## src/rtl/encoder_ctrl_pkg.sv

```systemverilog
// Shared types and step arithmetic for the encoder parameter controller.
package encoder_ctrl_pkg;

    typedef enum logic [1:0] {IDLE, PRESSED, HELD} SwState;

    localparam int MAX_PARAMS = 16;
    typedef logic [$clog2(MAX_PARAMS)-1:0] sel_t;

    // Apply one signed step to old_v and clamp the result to [0, max_v].
    function automatic int unsigned clamp_step(input int unsigned old_v,
                                               input int unsigned step,
                                               input logic        up,
                                               input int unsigned max_v);
        if (up)
            return (old_v + step > max_v) ? max_v : old_v + step;
        else
            return (step > old_v) ? 0 : old_v - step;
    endfunction

endpackage

```

## src/rtl/param_update_scheduler.sv

```systemverilog
// Dirty-mask bookkeeping and lowest-index-first change notification over valid/ready.
module param_update_scheduler
    import encoder_ctrl_pkg::*;
#(
    parameter int  NUM_PARAMS  = 4,
    parameter int  PARAM_WIDTH = 8,
    localparam int SEL_W       = $clog2(NUM_PARAMS)
) (
    input  logic                                   clk,
    input  logic                                   reset,
    input  logic [NUM_PARAMS-1:0]                  chg_mask,
    input  logic [NUM_PARAMS-1:0][PARAM_WIDTH-1:0] params,
    input  logic                                   upd_ready,
    output logic                                   upd_valid,
    output logic [SEL_W-1:0]                       upd_index,
    output logic [PARAM_WIDTH-1:0]                 upd_value
);

    logic [NUM_PARAMS-1:0] dirty;
    logic [NUM_PARAMS-1:0] clr_mask;
    logic [SEL_W-1:0]      pick;
    logic                  load;

    always_comb begin
        pick = '0;
        for (int i = NUM_PARAMS-1; i >= 0; i--)
            if (dirty[i]) pick = SEL_W'(i);
    end

    assign load = (~upd_valid | upd_ready) & (|dirty);

    always_comb begin
        clr_mask = '0;
        if (load) clr_mask[pick] = 1'b1;
    end

    // A change landing in the load cycle re-sets the bit, so it is notified again.
    always_ff @(posedge clk or negedge reset) begin
        if (!reset) begin
            dirty     <= '1;
            upd_valid <= 1'b0;
            upd_index <= '0;
            upd_value <= '0;
        end else begin
            dirty <= (dirty & ~clr_mask) | chg_mask;
            if (load) begin
                upd_valid <= 1'b1;
                upd_index <= pick;
                upd_value <= params[pick];
            end else if (upd_ready) begin
                upd_valid <= 1'b0;
            end
        end
    end

endmodule

```

## src/rtl/encoder_param_ctrl.sv

```systemverilog
// Turns encoder detents and switch presses into a bank of saturating parameters.
module encoder_param_ctrl
    import encoder_ctrl_pkg::*;
#(
    parameter int  NUM_PARAMS    = 4,
    parameter int  PARAM_WIDTH   = 8,
    parameter int  DEFAULT_VALUE = 2**(PARAM_WIDTH-1),
    parameter int  FAST_WINDOW   = 2_400_000,
    parameter int  FAST_STEP     = 4,
    parameter int  LONG_PRESS    = 24_000_000,
    localparam int SEL_W         = $clog2(NUM_PARAMS)
) (
    input  logic                              clk,
    input  logic                              reset,
    input  logic                              enc_state_change_stb,
    input  logic                              enc_clockwise,
    input  logic                              enc_click,
    input  logic                              enc_switch,
    output logic [SEL_W-1:0]                  param_sel,
    output logic [NUM_PARAMS*PARAM_WIDTH-1:0] param_flat,
    output logic                              upd_valid,
    input  logic                              upd_ready,
    output logic [SEL_W-1:0]                  upd_index,
    output logic [PARAM_WIDTH-1:0]            upd_value
);

    localparam int IW    = $clog2(FAST_WINDOW+1);
    localparam int HW    = $clog2(LONG_PRESS+1);
    localparam int MAX_V = (2**PARAM_WIDTH) - 1;

    logic                                   click_q, seen_detent;
    logic [IW-1:0]                          ivl_cnt;
    logic [HW-1:0]                          hold_cnt;
    SwState                                 sw_state, sw_next;
    logic [NUM_PARAMS-1:0][PARAM_WIDTH-1:0] params;
    logic [SEL_W-1:0]                       sel;
    logic                                   detent, fast, short_press, restore;
    logic [PARAM_WIDTH-1:0]                 cur_val, new_val;
    logic [NUM_PARAMS-1:0]                  chg_mask;

    assign detent = enc_state_change_stb & enc_click & ~click_q;
    // The counter starts at zero, so the very first detent must be forced slow.
    assign fast   = seen_detent & (ivl_cnt < IW'(FAST_WINDOW));

    always_comb begin
        sw_next     = sw_state;
        short_press = 1'b0;
        restore     = 1'b0;
        case (sw_state)
            IDLE:    if (!enc_switch) sw_next = PRESSED;
            PRESSED: begin
                if (hold_cnt == HW'(LONG_PRESS)) begin
                    restore = 1'b1;
                    sw_next = HELD;
                end else if (enc_switch) begin
                    short_press = 1'b1;
                    sw_next     = IDLE;
                end
            end
            HELD:    if (enc_switch) sw_next = IDLE;
            default: sw_next = IDLE;
        endcase
    end

    // Restore and detent both target the pre-update selection; restore wins.
    always_comb begin
        cur_val = params[sel];
        new_val = cur_val;
        if (restore)
            new_val = PARAM_WIDTH'(DEFAULT_VALUE);
        else if (detent)
            new_val = PARAM_WIDTH'(clamp_step(32'(cur_val), fast ? 32'(FAST_STEP) : 32'd1,
                                              enc_clockwise, MAX_V));
        chg_mask      = '0;
        chg_mask[sel] = (new_val != cur_val);
    end

    always_ff @(posedge clk or negedge reset) begin
        if (!reset) begin
            click_q     <= 1'b0;
            seen_detent <= 1'b0;
            ivl_cnt     <= '0;
            hold_cnt    <= '0;
            sw_state    <= IDLE;
            sel         <= '0;
            params      <= {NUM_PARAMS{PARAM_WIDTH'(DEFAULT_VALUE)}};
        end else begin
            click_q  <= enc_click;
            sw_state <= sw_next;
            if (detent) begin
                ivl_cnt     <= '0;
                seen_detent <= 1'b1;
            end else if (ivl_cnt < IW'(FAST_WINDOW)) begin
                ivl_cnt <= ivl_cnt + IW'(1);
            end
            if (sw_state == IDLE)
                hold_cnt <= '0;
            else if (sw_state == PRESSED && hold_cnt != HW'(LONG_PRESS))
                hold_cnt <= hold_cnt + HW'(1);
            if (short_press)
                sel <= (sel == SEL_W'(NUM_PARAMS-1)) ? '0 : sel + SEL_W'(1);
            params[sel] <= new_val;
        end
    end

    assign param_sel  = sel;
    assign param_flat = params;

    param_update_scheduler #(
        .NUM_PARAMS (NUM_PARAMS),
        .PARAM_WIDTH(PARAM_WIDTH)
    ) u_sched (
        .clk      (clk),
        .reset    (reset),
        .chg_mask (chg_mask),
        .params   (params),
        .upd_ready(upd_ready),
        .upd_valid(upd_valid),
        .upd_index(upd_index),
        .upd_value(upd_value)
    );

endmodule

```

## config.mk

```make
export PLATFORM = sky130hd
export DESIGN_NAME = encoder_param_ctrl
export DESIGN_NICKNAME = d
export VERILOG_FILES = /design/src/rtl/encoder_ctrl_pkg.sv /design/src/rtl/param_update_scheduler.sv /design/src/rtl/encoder_param_ctrl.sv
export SDC_FILE = /design/constraint.sdc
export NUM_CORES = 1
export LEC_CHECK = 0
export CAP_MARGIN = 15
export CORE_ASPECT_RATIO = 0.7
export CORE_MARGIN = 8
export CORE_UTILIZATION = 40
export CTS_CLUSTER_DIAMETER = 60
export DETAILED_ROUTE_END_ITERATION = 6
export SLEW_MARGIN = 0
export SYNTH_ARGS = -nofsm -noshare
export SYNTH_HDL_FRONTEND = slang
export SYNTH_HIERARCHICAL = 1
export SYNTH_SLANG_ARGS = --single-unit
```

## constraint.sdc

```tcl
create_clock -name clk -period 4.54 [get_ports clk]
set_input_delay 0.908 -clock clk [delete_from_list [all_inputs] [get_ports clk]]
set_output_delay 0.908 -clock clk [all_outputs]
set_load 0.05 [all_outputs]
```

==> impl_metrics.env <==
export IMPL_postRouteAntennaNets=0
export IMPL_hold_depth=1
export IMPL_gr_usage_all_layers=0.172
export IMPL_setup_violations=0
export IMPL_ys_flop_type="sky130_fd_sc_hd__dfrtp_1"
export IMPL_maximum_clock_insertion_buffer_count=2
export IMPL_mux_cell_area_share_after_synthesis=0.0905
export IMPL_arrival_ns=4.38
export IMPL_cts_resized=0
export IMPL_drt_vias_per_instance=6.03
export IMPL_top_cell_types_by_occurrence_after_synthesis="sky130_fd_sc_hd__dfrtp_1 (92), sky130_fd_sc_hd__nor2_1 (69), sky130_fd_sc_hd__nand2_1 (38)"
export IMPL_core_area_sq_um=15500
export IMPL_post_synth_top_count_cell="sky130_fd_sc_hd__dfrtp_1"
export IMPL_tritoncts="done"
export IMPL_synth_yosys_seq_area_share=0.399
export IMPL_route_detailed_wl_per_inst_um=19.4
export IMPL_tritoncts_num_sinks=100
export IMPL_leakage_power_nw=2.93
export IMPL_dr_first_iter_drc_count=681
export IMPL_postPlaceCellArea_sq_um=6940
export IMPL_clkSlewWorstSetupHoldPaths_ns=0.07
export IMPL_design_final_nets=706
export IMPL_first_global_vias=5235
export IMPL_async_reset_ff_frac=1.00
export IMPL_cts_hold_buf=0
export IMPL_io_pins=52
export IMPL_synth_compound_area_frac=0.186
export IMPL_initial_core_util=0.407
export IMPL_basic_gate_share_of_the_synthesized_area_counting_and_or_nand_and_nor_cells=0.214
export IMPL_final_max_slew_viol_count=0
export IMPL_portbufs=51
export IMPL_timing_setup_tns_ns=0
export IMPL_cp_required_ns=4.81
export IMPL_startpoint_type="register"
export IMPL_worst_r2r_cell_count=15
export IMPL_dp_final_hpwl_um=12300
export IMPL_syn_instance_count=650
export IMPL_pre_repair_dr_iteration_count=5
export IMPL_max_cap_violations=0
export IMPL_num_antenna_cells=0
export IMPL_globalRouteOverflowTotal=0
export IMPL_cell_area_after_layout_sq_um=7270
export IMPL_synthDistinctLibCells=84
export IMPL_htreeDepth=3
export IMPL_die_height_um=121
export IMPL_largest_net_degree_at_the_start_of_global_routing=81
export IMPL_sequential_cell_area_sq_um=2510
export IMPL_grt_setup_unrepaired="false"
export IMPL_postCtsSetupBuffers=0
export IMPL_yosys_area_top_type="sky130_fd_sc_hd__dfrtp_1"
export IMPL_power_per_cell_area_nw_per_um2=731
export IMPL_synth_yosys_warnings=6
export IMPL_synth_top_family_by_area="simple AND/OR/NAND/NOR gates"
export IMPL_fin_util=0.471
export IMPL_worst_setup_path_end_kind="register"
export IMPL_tritoncts_num_buffers=9
export IMPL_synth_area_in_adders=0.0258
export IMPL_fmaxAchievable_mhz=244
export IMPL_fin_skew_ns=0.0131
export IMPL_finalCritPeriodShare=0.904
export IMPL_grt_pass1_wl_um=28600
export IMPL_avgSynthCellArea_sq_um=9.68
export IMPL_type_of_the_worst_setup_path="register to register"
export IMPL_postSynthRegisterBits=100
export IMPL_yosysTopAreaCellShare=0.366
export IMPL_number_of_placement_rows=38
export IMPL_clkLatencyLatePin_ns=0.35
export IMPL_slew_headroom=0.324
export IMPL_path_max_fanout=8
export IMPL_vdd_drop_max_uv=499
export IMPL_antenna_found_initial=0
export IMPL_n_fill_cell=1449
export IMPL_die_area_sq_um=20100
export IMPL_post_route_min_period_ns=4.10
export IMPL_netlist_top_cells_area="sky130_fd_sc_hd__dfrtp_1 (37%), sky130_fd_sc_hd__mux2_2 (5.4%), sky130_fd_sc_hd__nor2_1 (4.1%)"
export IMPL_syn_nets=670
export IMPL_worst_min_delay_path_category="register to register"
export IMPL_cts_root_buffer_cell="sky130_fd_sc_hd__clkbuf_16"
export IMPL_horizontal_die_dimension_um=166
export IMPL_gp_congestion=0.932
export IMPL_wirelength_um=17300
export IMPL_share_of_final_layout_standard_cells_stronger_than_drive_strength_1=0.142
export IMPL_max_slew_worst_pin_slew_ns=1.01
export IMPL_final_hold_violation_count=0
export IMPL_post_synth_xor_area_fraction=0.0390
export IMPL_outcome="complete, no violations"
export IMPL_number_of_synthesized_flops_with_an_enable_pin=0
export IMPL_number_of_design_rule_violations_left_after_detail_routing=0
export IMPL_routed_via_count=5372
export IMPL_post_synth_instance_area_sq_um=6290
export IMPL_area_growth_syn_to_layout_pct=15.6
export IMPL_multiInputGateArea_sq_um=3500
-- cells by family (layout without fill, tap and decap cells) --
logic type | count (synthesis) | in the layout
muxes | 42 | 42
xor gates and xnor gates | 28 | 28
and+or+nand+nor | 238 | 238
buffers and inverters | 66 | 107
adders and majority gates | 13 | 13
AOI/OAI and AO/OA | 163 | 163
DFF | 100 | 100
-- flip-flops by register name, summed over array words and instances (netlist names) --
name,cells
u_sched/upd_index,2
ivl_cnt,22
u_sched/upd_value,8
click_q,1
sw_state,2
seen_detent,1
u_sched/dirty,4
u_sched/upd_valid,1
param_sel,2
hold_cnt,25
param_flat,32
-- power breakdown --
| part | leakage [nW] | internal (mW) | switching [mW] | total (mW) |
|---|---|---|---|---|
| registers | 1.27 | 1.15 | 0.325 | 1.47 |
| logic | 1.51 | 1.13 | 1.91 | 3.04 |
| clock network | 0.149 | 0.437 | 0.369 | 0.806 |
-- metrics by stage --
stage                     hold WS [ns]  total power, mW  std cells  setup WS, ns
after detailed placement         0.462             4.50        874         0.507
final                            0.479             5.32        891         0.436
after global routing             0.499             5.62        891        0.0690
after floorplan                  0.435             3.60        650         0.714
after global placement           0.461             4.48        874         0.657
after CTS                        0.484             5.33        890         0.482
-- worst max-delay path, cell delays in order (launching register included) --
cell and delay [ns]:
sky130_fd_sc_hd__dfrtp_1 0.41, sky130_fd_sc_hd__and3_1 0.21, sky130_fd_sc_hd__a311oi_1 0.27, sky130_fd_sc_hd__o21ai_0 0.11, sky130_fd_sc_hd__a211o_1 0.32, sky130_fd_sc_hd__nand2_1 0.13
sky130_fd_sc_hd__nand2_1 0.14, sky130_fd_sc_hd__ha_1 0.37, sky130_fd_sc_hd__nor2b_1 0.20, sky130_fd_sc_hd__nor4_4 0.34, sky130_fd_sc_hd__nand3_1 0.22, sky130_fd_sc_hd__a21oi_1 0.26
sky130_fd_sc_hd__mux2_2 0.38, sky130_fd_sc_hd__o41ai_4 0.40, sky130_fd_sc_hd__a21boi_1 0.11, sky130_fd_sc_hd__a21o_1 0.17
-- final timing paths --
| check | start | to | slack (ns) |
|---|---|---|---|
| worst max-delay path | ivl_cnt[10] | u_sched/dirty[2] | 0.44 |
| worst min-delay path | seen_detent | seen_detent | 0.48 |
| worst max register to register | ivl_cnt[10] | u_sched/dirty[2] | 0.44 |
| worst min register to register | seen_detent | seen_detent | 0.48 |
| max in group asynchronous | reset | param_flat[7] | 3.35 |
| min in group asynchronous | reset | ivl_cnt[4] | 0.49 |
-- final cells by class --
cell class / count / share of cell area
repair buffers: 59 / 0.0808
flip-flops and latches: 100 / 0.345
clock buffers: 9 / 0.0310
well taps: 200 / 0.0344
inverters: 32 / 0.0165
multi-input cells: 484 / 0.481
clock inverters: 7 / 0.0110
-- cells in the final DEF (no fill, tap or decap), drive strengths merged, types with 3 or more instances in the layout --
cell / synthesis / routed
a21boi: 4 / 4
nor2: 69 / 69
a21o: 6 / 6
nor4: 10 / 10
or3: 6 / 6
o21ai: 39 / 39
xnor2: 22 / 22
clkdlybuf4s50: 0 / 50
xor2: 6 / 6
nand2: 39 / 39
dfrtp: 92 / 92
dfstp: 8 / 8
ha: 13 / 13
and3b: 9 / 9
clkbuf: 15 / 9
inv: 32 / 36
a21oi: 38 / 38
a2111oi: 15 / 15
nand2b: 6 / 6
mux2i: 4 / 4
mux4: 8 / 8
and4: 3 / 3
and3: 8 / 8
or4: 5 / 5
nor2b: 12 / 12
a22o: 11 / 11
nor4b: 7 / 7
nand3b: 10 / 10
nand4: 8 / 8
buf: 19 / 9
nand3: 21 / 21
and2: 6 / 6
a41oi: 3 / 3
a31oi: 12 / 12
o41ai: 3 / 3
nor3: 12 / 12
mux2: 30 / 30
a211oi: 4 / 4
o31ai: 5 / 5
-- metal layers --
metal  vias up  global-route usage  part of all wire
met2       186               0.252              0.42
met1      2696               0.257              0.51
met3        24              0.0348             0.057
li1       2466                   -                 -
met5         -                   0                 0
met4         0              0.0345            0.0086
Power figures use the tool's default switching activity.
